==> src/rtl/tlb_refill_unit.sv <==
// tlb_refill_unit: ITLB/DTLB miss refill sequencer that reads the PTE over a valid/ready port and returns a fill or a page fault.
module tlb_refill_unit #(
  parameter int CORE_ID = 0,
  parameter int ADDR_WIDTH = 32,
  parameter int PAGE_SHIFT = 12,
  parameter int INDEX_BITS = 8,
  parameter logic [ADDR_WIDTH-1:0] DTLB_BASE = 'h4000,
  parameter logic [ADDR_WIDTH-1:0] ITLB_BASE = 'h4400,
  parameter logic [ADDR_WIDTH-1:0] CORE_STRIDE = 'h800
) (
  input  logic                         clk,
  input  logic                         reset,
  input  logic                         dtlb_miss_valid,
  input  logic [ADDR_WIDTH-1:0]        dtlb_miss_vaddr,
  input  logic                         itlb_miss_valid,
  input  logic [ADDR_WIDTH-1:0]        itlb_miss_vaddr,
  output logic                         dtlb_miss_ready,
  output logic                         itlb_miss_ready,
  input  logic                         flush,
  output logic                         mem_req_valid,
  output logic [ADDR_WIDTH-1:0]        mem_req_addr,
  input  logic                         mem_req_ready,
  input  logic                         mem_rsp_valid,
  input  logic [ADDR_WIDTH-1:0]        mem_rsp_data,
  output logic                         fill_valid,
  output logic                         fill_is_dtlb,
  output logic [ADDR_WIDTH-PAGE_SHIFT-1:0] fill_vpn,
  output logic [ADDR_WIDTH-PAGE_SHIFT-1:0] fill_ppn,
  output logic                         page_fault,
  output logic                         busy
);
  localparam int VW = ADDR_WIDTH - PAGE_SHIFT;
  localparam logic [ADDR_WIDTH-1:0] REGION = ADDR_WIDTH'(CORE_ID) * CORE_STRIDE;
  typedef enum logic [1:0] {IDLE, REQ, WAIT, FILL} state_e;
  state_e state_q, state_d;
  logic is_dtlb_q, is_dtlb_d, abort_q, abort_d, pte_ok_q, pte_ok_d;
  logic [ADDR_WIDTH-1:0] addr_q, addr_d;
  logic [VW-1:0] vpn_q, vpn_d, ppn_q, ppn_d, miss_vpn;
  logic take;
  logic unused_ok;
  assign unused_ok = ^{mem_rsp_data[PAGE_SHIFT-1:1], dtlb_miss_vaddr[PAGE_SHIFT-1:0], itlb_miss_vaddr[PAGE_SHIFT-1:0]};
  assign take = (state_q == IDLE) && !flush && (dtlb_miss_valid || itlb_miss_valid);
  assign miss_vpn = dtlb_miss_valid ? dtlb_miss_vaddr[ADDR_WIDTH-1:PAGE_SHIFT] : itlb_miss_vaddr[ADDR_WIDTH-1:PAGE_SHIFT];
  always_ff @(posedge clk) begin
    if (reset) begin
      state_q   <= IDLE;
      is_dtlb_q <= 1'b0;
      abort_q   <= 1'b0;
      pte_ok_q  <= 1'b0;
      addr_q    <= '0;
      vpn_q     <= '0;
      ppn_q     <= '0;
    end else begin
      state_q   <= state_d;
      is_dtlb_q <= is_dtlb_d;
      abort_q   <= abort_d;
      pte_ok_q  <= pte_ok_d;
      addr_q    <= addr_d;
      vpn_q     <= vpn_d;
      ppn_q     <= ppn_d;
    end
  end
  always_comb begin
    state_d   = state_q;
    is_dtlb_d = is_dtlb_q;
    abort_d   = abort_q;
    pte_ok_d  = pte_ok_q;
    addr_d    = addr_q;
    vpn_d     = vpn_q;
    ppn_d     = ppn_q;
    case (state_q)
      IDLE: if (take) begin
        state_d   = REQ;
        is_dtlb_d = dtlb_miss_valid;
        vpn_d     = miss_vpn;
        abort_d   = 1'b0;
        addr_d    = (dtlb_miss_valid ? DTLB_BASE : ITLB_BASE) + REGION + (ADDR_WIDTH'(miss_vpn[INDEX_BITS-1:0]) << 2);
      end
      REQ: begin
        state_d = mem_req_ready ? WAIT : (flush ? IDLE : REQ);
        abort_d = mem_req_ready && flush;
      end
      WAIT: begin
        abort_d = abort_q || flush;
        if (mem_rsp_valid) begin
          state_d  = FILL;
          ppn_d    = mem_rsp_data[ADDR_WIDTH-1:PAGE_SHIFT];
          pte_ok_d = mem_rsp_data[0];
        end
      end
      default: state_d = IDLE;
    endcase
  end
  always_comb begin
    dtlb_miss_ready = (state_q == IDLE) && !flush && dtlb_miss_valid;
    itlb_miss_ready = (state_q == IDLE) && !flush && !dtlb_miss_valid && itlb_miss_valid;
    mem_req_valid   = state_q == REQ;
    mem_req_addr    = addr_q;
    fill_valid      = (state_q == FILL) && !abort_q && pte_ok_q;
    page_fault      = (state_q == FILL) && !abort_q && !pte_ok_q;
    fill_is_dtlb    = is_dtlb_q;
    fill_vpn        = vpn_q;
    fill_ppn        = ppn_q;
    busy            = state_q != IDLE;
  end
endmodule

==> config.mk <==
export PLATFORM = sky130hd
export DESIGN_NAME = tlb_refill_unit
export DESIGN_NICKNAME = d
export VERILOG_FILES = /design/src/rtl/tlb_refill_unit.sv
export SDC_FILE = /design/constraint.sdc
export NUM_CORES = 1
export LEC_CHECK = 0
export CAP_MARGIN = 20
export CORE_ASPECT_RATIO = 0.5
export CORE_UTILIZATION = 30
export CTS_BUF_LIST = sky130_fd_sc_hd__clkbuf_4
export CTS_CLUSTER_SIZE = 16
export DETAILED_ROUTE_END_ITERATION = 16
export PLACE_DENSITY_LB_ADDON = 0.1
export SYNTH_ARGS = -nofsm -noshare
export SYNTH_HDL_FRONTEND = slang
export SYNTH_SLANG_ARGS = --single-unit
==> constraint.sdc <==
create_clock -name clk -period 1.85 [get_ports clk]
set_input_delay 0.37 -clock clk [delete_from_list [all_inputs] [get_ports clk]]
set_output_delay 0.37 -clock clk [all_outputs]
set_load 0.02 [all_outputs]
==> summary by stage <==
Hold path
The worst hold path terminates at fill_is_dtlb. The kind of path behind the tightest hold check is input port to flip-flop. The beginning of the worst hold path is reset.

The hold path depth is 2.

STA
The worst clock skew is 0.00380 ns. Setup repair after global routing left no endpoint under its margin. Hold timing on the final database bottoms out at a slack of 0.363 ns. The aggregate negative setup slack is 0 ns. Derived from the worst setup path, the maximum achievable clock frequency is 574 MHz.

The number of failing hold endpoints at the final stage is 0. The final critical-path setup slack is 0.108 ns. The count of pins over their slew limit is 0.

Setup violations remaining at the end of the flow were counted as 0. The final cycle utilization of the critical path is 0.941. The worst path needs 1.74 ns of the cycle, external delays included.

Logic synthesis
The summed instance area of the synthesized netlist is 0.00219 mm^2. The dominant cell type by area after synthesis is sky130_fd_sc_hd__dfxtp_1. The commonest cells after synthesis are sky130_fd_sc_hd__dfxtp_1, sky130_fd_sc_hd__a21oi_1, sky130_fd_sc_hd__nand2_1.

The compound-gate portion of the synthesized area is 0.257. After synthesis, the netlist uses 33 different library cells. The post-synthesis adder-cell area fraction is 0.0286. The number of enable-type register cells in the synthesized netlist is 0. The synthesized area per cell is 8.31 um^2. The count of synthesis-stage warnings from yosys is 0. The synthesized flop and latch total is 47. The predominant post-synthesis flop cell is sky130_fd_sc_hd__dfxtp_1. The mux cell area share after synthesis is 0.00458.

The share of the Yosys chip area taken by registers is 0.430. The simple-gate area share of the yosys netlist is 0.128. The portion of synthesized cell area occupied by the leading cell type is 0.430. Of the total synthesized cell area, the portion taken by XOR and XNOR cells is 0. Sorting the synthesized cells by area gives the leading types as sky130_fd_sc_hd__dfxtp_1, sky130_fd_sc_hd__a21oi_1, sky130_fd_sc_hd__buf_4.

The main combinational cell family by area after synthesis is compound AO/OA/AOI/OAI gates. Yosys instantiated no cell more often than sky130_fd_sc_hd__dfxtp_1. For this run, asynchronously set or reset flops after synthesis account for 0. Synthesis produced a netlist whose cell count is 263.

Global routing
The most used routing layer in global routing is met2. The routing usage on met1 is 0.171. For this run, the total global-route usage over all layers was measured as 0.159. After global routing the overflow that remains totals 0. The initial antenna violation count is 0. The first global-routing pass estimated 9560 um of wire. Entering global routing, the biggest net connects 34 pins. The number of global-route vias before repair is 2,139.

The met2 capacity usage during global routing is 0.294. The global routing usage on met3 is 0.0551.

Outcome
The run finished with clean final reports.

Power and ir drop
The areal power density over the cells is about 780 mW/mm^2. Summing internal, switching and leakage power gives approximately 2.8 mW. The internal power of the cells totals approximately 1.9 mW.

The combinational share of power is 0.368. The analysis attributes to net switching a power of 0.886 mW. The worst-case IR drop observed on VDD is between 0.0002 and 0.0003 V. The sequential fraction of design power is 0.414. The power share of the clock group is 0.218.

The reported leakage power is between 1 and 1.5 nW. The switching share of power is 0.320.

Setup path
On the critical path the largest part of the delay comes from flip-flops. Along the worst path, the maximum fanout reaches 3. The stage delay of the slowest cell on the critical path is 0.35 ns. The arrival time at the worst endpoint is roughly 1.4 ns. Traced cell by cell, the critical path runs through ha_1 -> and3b_1 -> dlygate4sd2_1. The data required time of the worst path is between 1 and 1.5 ns. The register-to-register setup slack is 0.11 ns. The worst register-to-register path has a depth of 6.

The endpoint identified for the worst register-to-register timing path is state_q[1]. The endpoint type of the worst setup path is an output pin. The standard cell with the maximum stage delay on the critical path is sky130_fd_sc_hd__dfxtp_2. The number of buffers and inverters on the critical path is 1.

The source of the worst register-to-register timing path is state_q[0]. The instance count on the critical path is 3. The kind of critical path is flip-flop to output pin. The launching element type of the critical path is a flip-flop.

Placement
The sum of net half-perimeters after detailed placement is approximately 4700 um. The final estimated routing congestion in global placement is 0.706. The worst slack at placement is -0.256 ns.

Once placement finished, the instance area stood at 0.00348 mm^2. The count of port buffers added during placement is 124. Once placement completed, the tool counted placed cells totaling 474.

Finish
The final standard cell area without fillers is approximately 0.0035 mm^2. The share of final-layout standard cells stronger than drive strength 1 is 0.105. The register area is 943 um^2. For this run, the share of the core covered by cells in the final layout is 0.517. The number of non-filler instances in the completed layout is approximately 480. The count of fill cells added during filler insertion is 649. The number of antenna diodes in the final layout is 0.

At the end of the flow, the number of nets in the layout was approximately 500. Compared with the post-synthesis result, the final layout area differs by 62.1%. The footprint of the multi-input gates is 0.00101 mm^2.

Floorplan
From left edge to right edge, the die measures 123 um. The area of the core is slightly below 0.007 mm^2. The number of placed I/O pins is 182. The height of the chip is 62.4 um. The floorplan has 21 rows. For this configuration, the core starts out at a cell density of 0.319. The die covers 0.00765 mm^2.

Clock network
The clock reaches the later pin of the worst-skew pair after approximately 0.36 ns. The CTS root buffer is sky130_fd_sc_hd__clkbuf_4. The clock tree synthesis step divided the H-tree into 2 levels.

Buffers added to address setup during post-CTS repair amount to 0. The TritonCTS clock tree is done. No sink is reached through more buffers than the 2 on the longest clock path. Buffers inserted to repair hold after CTS numbered 0. The register clock-pin slew on the reported worst setup and hold paths is 0.13 ns. CTS saw 47 sinks.

In this run, CTS created clock tree buffers numbering 5.

Route
Summing over every cut layer, the via total after detailed routing is around 2,200. The final wirelength is 6080 um. The number of antenna-violating nets in the routed design is 0. Using the TritonRoute via totals, the vias-per-cell ratio works out to around 4.6. In this run, the number of DRC markers left after iteration 0 of detailed routing was 60.

The total DRC errors in the routed layout is 0. The number of search-and-repair iterations in the first detailed-routing pass is 4. After detailed routing, the average wire length per cell comes to ~13 um.

Flow run
The number of max-cap violations is 0.
==> per-layer routing <==
layer	up-vias	part of all wire
li1	1105	-
met4	0	0.0044
met1	1020	0.42
met3	2	0.077
met2	83	0.49
met5	-	0
==> worst register-to-register path, delay by kind of cell (launching register included) <==
kind / cells / cell delay, ns
AO/OA/AOI/OAI: 1 / 0.31
flip-flops: 1 / 0.36
adder cells (fa/ha/maj): 1 / 0.20
buffers and inverters: 2 / 0.21
AND/OR/NAND/NOR: 2 / 0.56
==> sequential cells by signal, indices dropped and copies added (netlist names) <==
register      cells
pte_ok_q          1
abort_q           1
fill_is_dtlb      1
fill_ppn         20
state_q           2
mem_req_addr      2
fill_vpn         20
==> logic make-up after synthesis <==
logic type / after synthesis
compound gates: 94
simple gates: 61
other cells: 1
flops: 47
buf+inv: 54
mux: 1
fa+ha+maj: 5
==> timing repair <==
action / in CTS / in global routing
endpoints found under the hold margin: 0 / 0
gates resized for setup: 18 / 7
pin swaps: 0 / 1
endpoints found under the setup margin: 6 / 6
==> placed cells by master (no fill, tap or decap), types with 2 or more instances in the layout <==
master	Yosys	routed
sky130_fd_sc_hd__dfxtp_2	0	2
sky130_fd_sc_hd__dfxtp_1	47	45
sky130_fd_sc_hd__a211oi_1	2	2
sky130_fd_sc_hd__conb_1	1	22
sky130_fd_sc_hd__buf_4	30	23
sky130_fd_sc_hd__clkdlybuf4s50_1	0	117
sky130_fd_sc_hd__clkbuf_4	0	5
sky130_fd_sc_hd__and3b_1	2	2
sky130_fd_sc_hd__buf_2	4	3
sky130_fd_sc_hd__clkbuf_2	0	2
sky130_fd_sc_hd__nor3b_1	2	2
sky130_fd_sc_hd__ha_1	5	4
sky130_fd_sc_hd__a21oi_1	45	45
sky130_fd_sc_hd__o21ai_0	20	20
sky130_fd_sc_hd__inv_1	6	6
sky130_fd_sc_hd__nor2_1	4	4
sky130_fd_sc_hd__a22oi_1	19	19
sky130_fd_sc_hd__nand2_1	45	45
sky130_fd_sc_hd__and2_1	2	2
==> power by group through the flow <==
stage                     Sequential, mW  Combinational [mW]  Clock, mW
after floorplan                     1.25               0.485          0
after global placement              1.16                1.01          0
after detailed placement            1.17                1.03          0
after CTS                           1.15                1.02      0.633
after global routing                1.16                1.11      0.681
final                               1.14                1.02      0.603
==> worst max-delay path by stage <==
stage	startpoint	to	slack (ns)
floorplan	state_q[0]	state_q[1]	0.16
CTS	state_q[0]	page_fault	0.03
detailed placement	dtlb_miss_valid	itlb_miss_ready	-0.26
global route	state_q[0]	fill_valid	0.009
global placement	flush	itlb_miss_ready	-0.26
finish	state_q[0]	fill_valid	0.11
==> layout make-up <==
type                    instances  share of cell area
repair buffers                146               0.389
multi-input cells             183               0.285
flip-flops and latches         47               0.266
well taps                      92              0.0325
clock inverters                 3              0.0109
clock buffers                   5              0.0106
inverters                       6             0.00636
No activity file was read; power rests on OpenSTA's default activity.
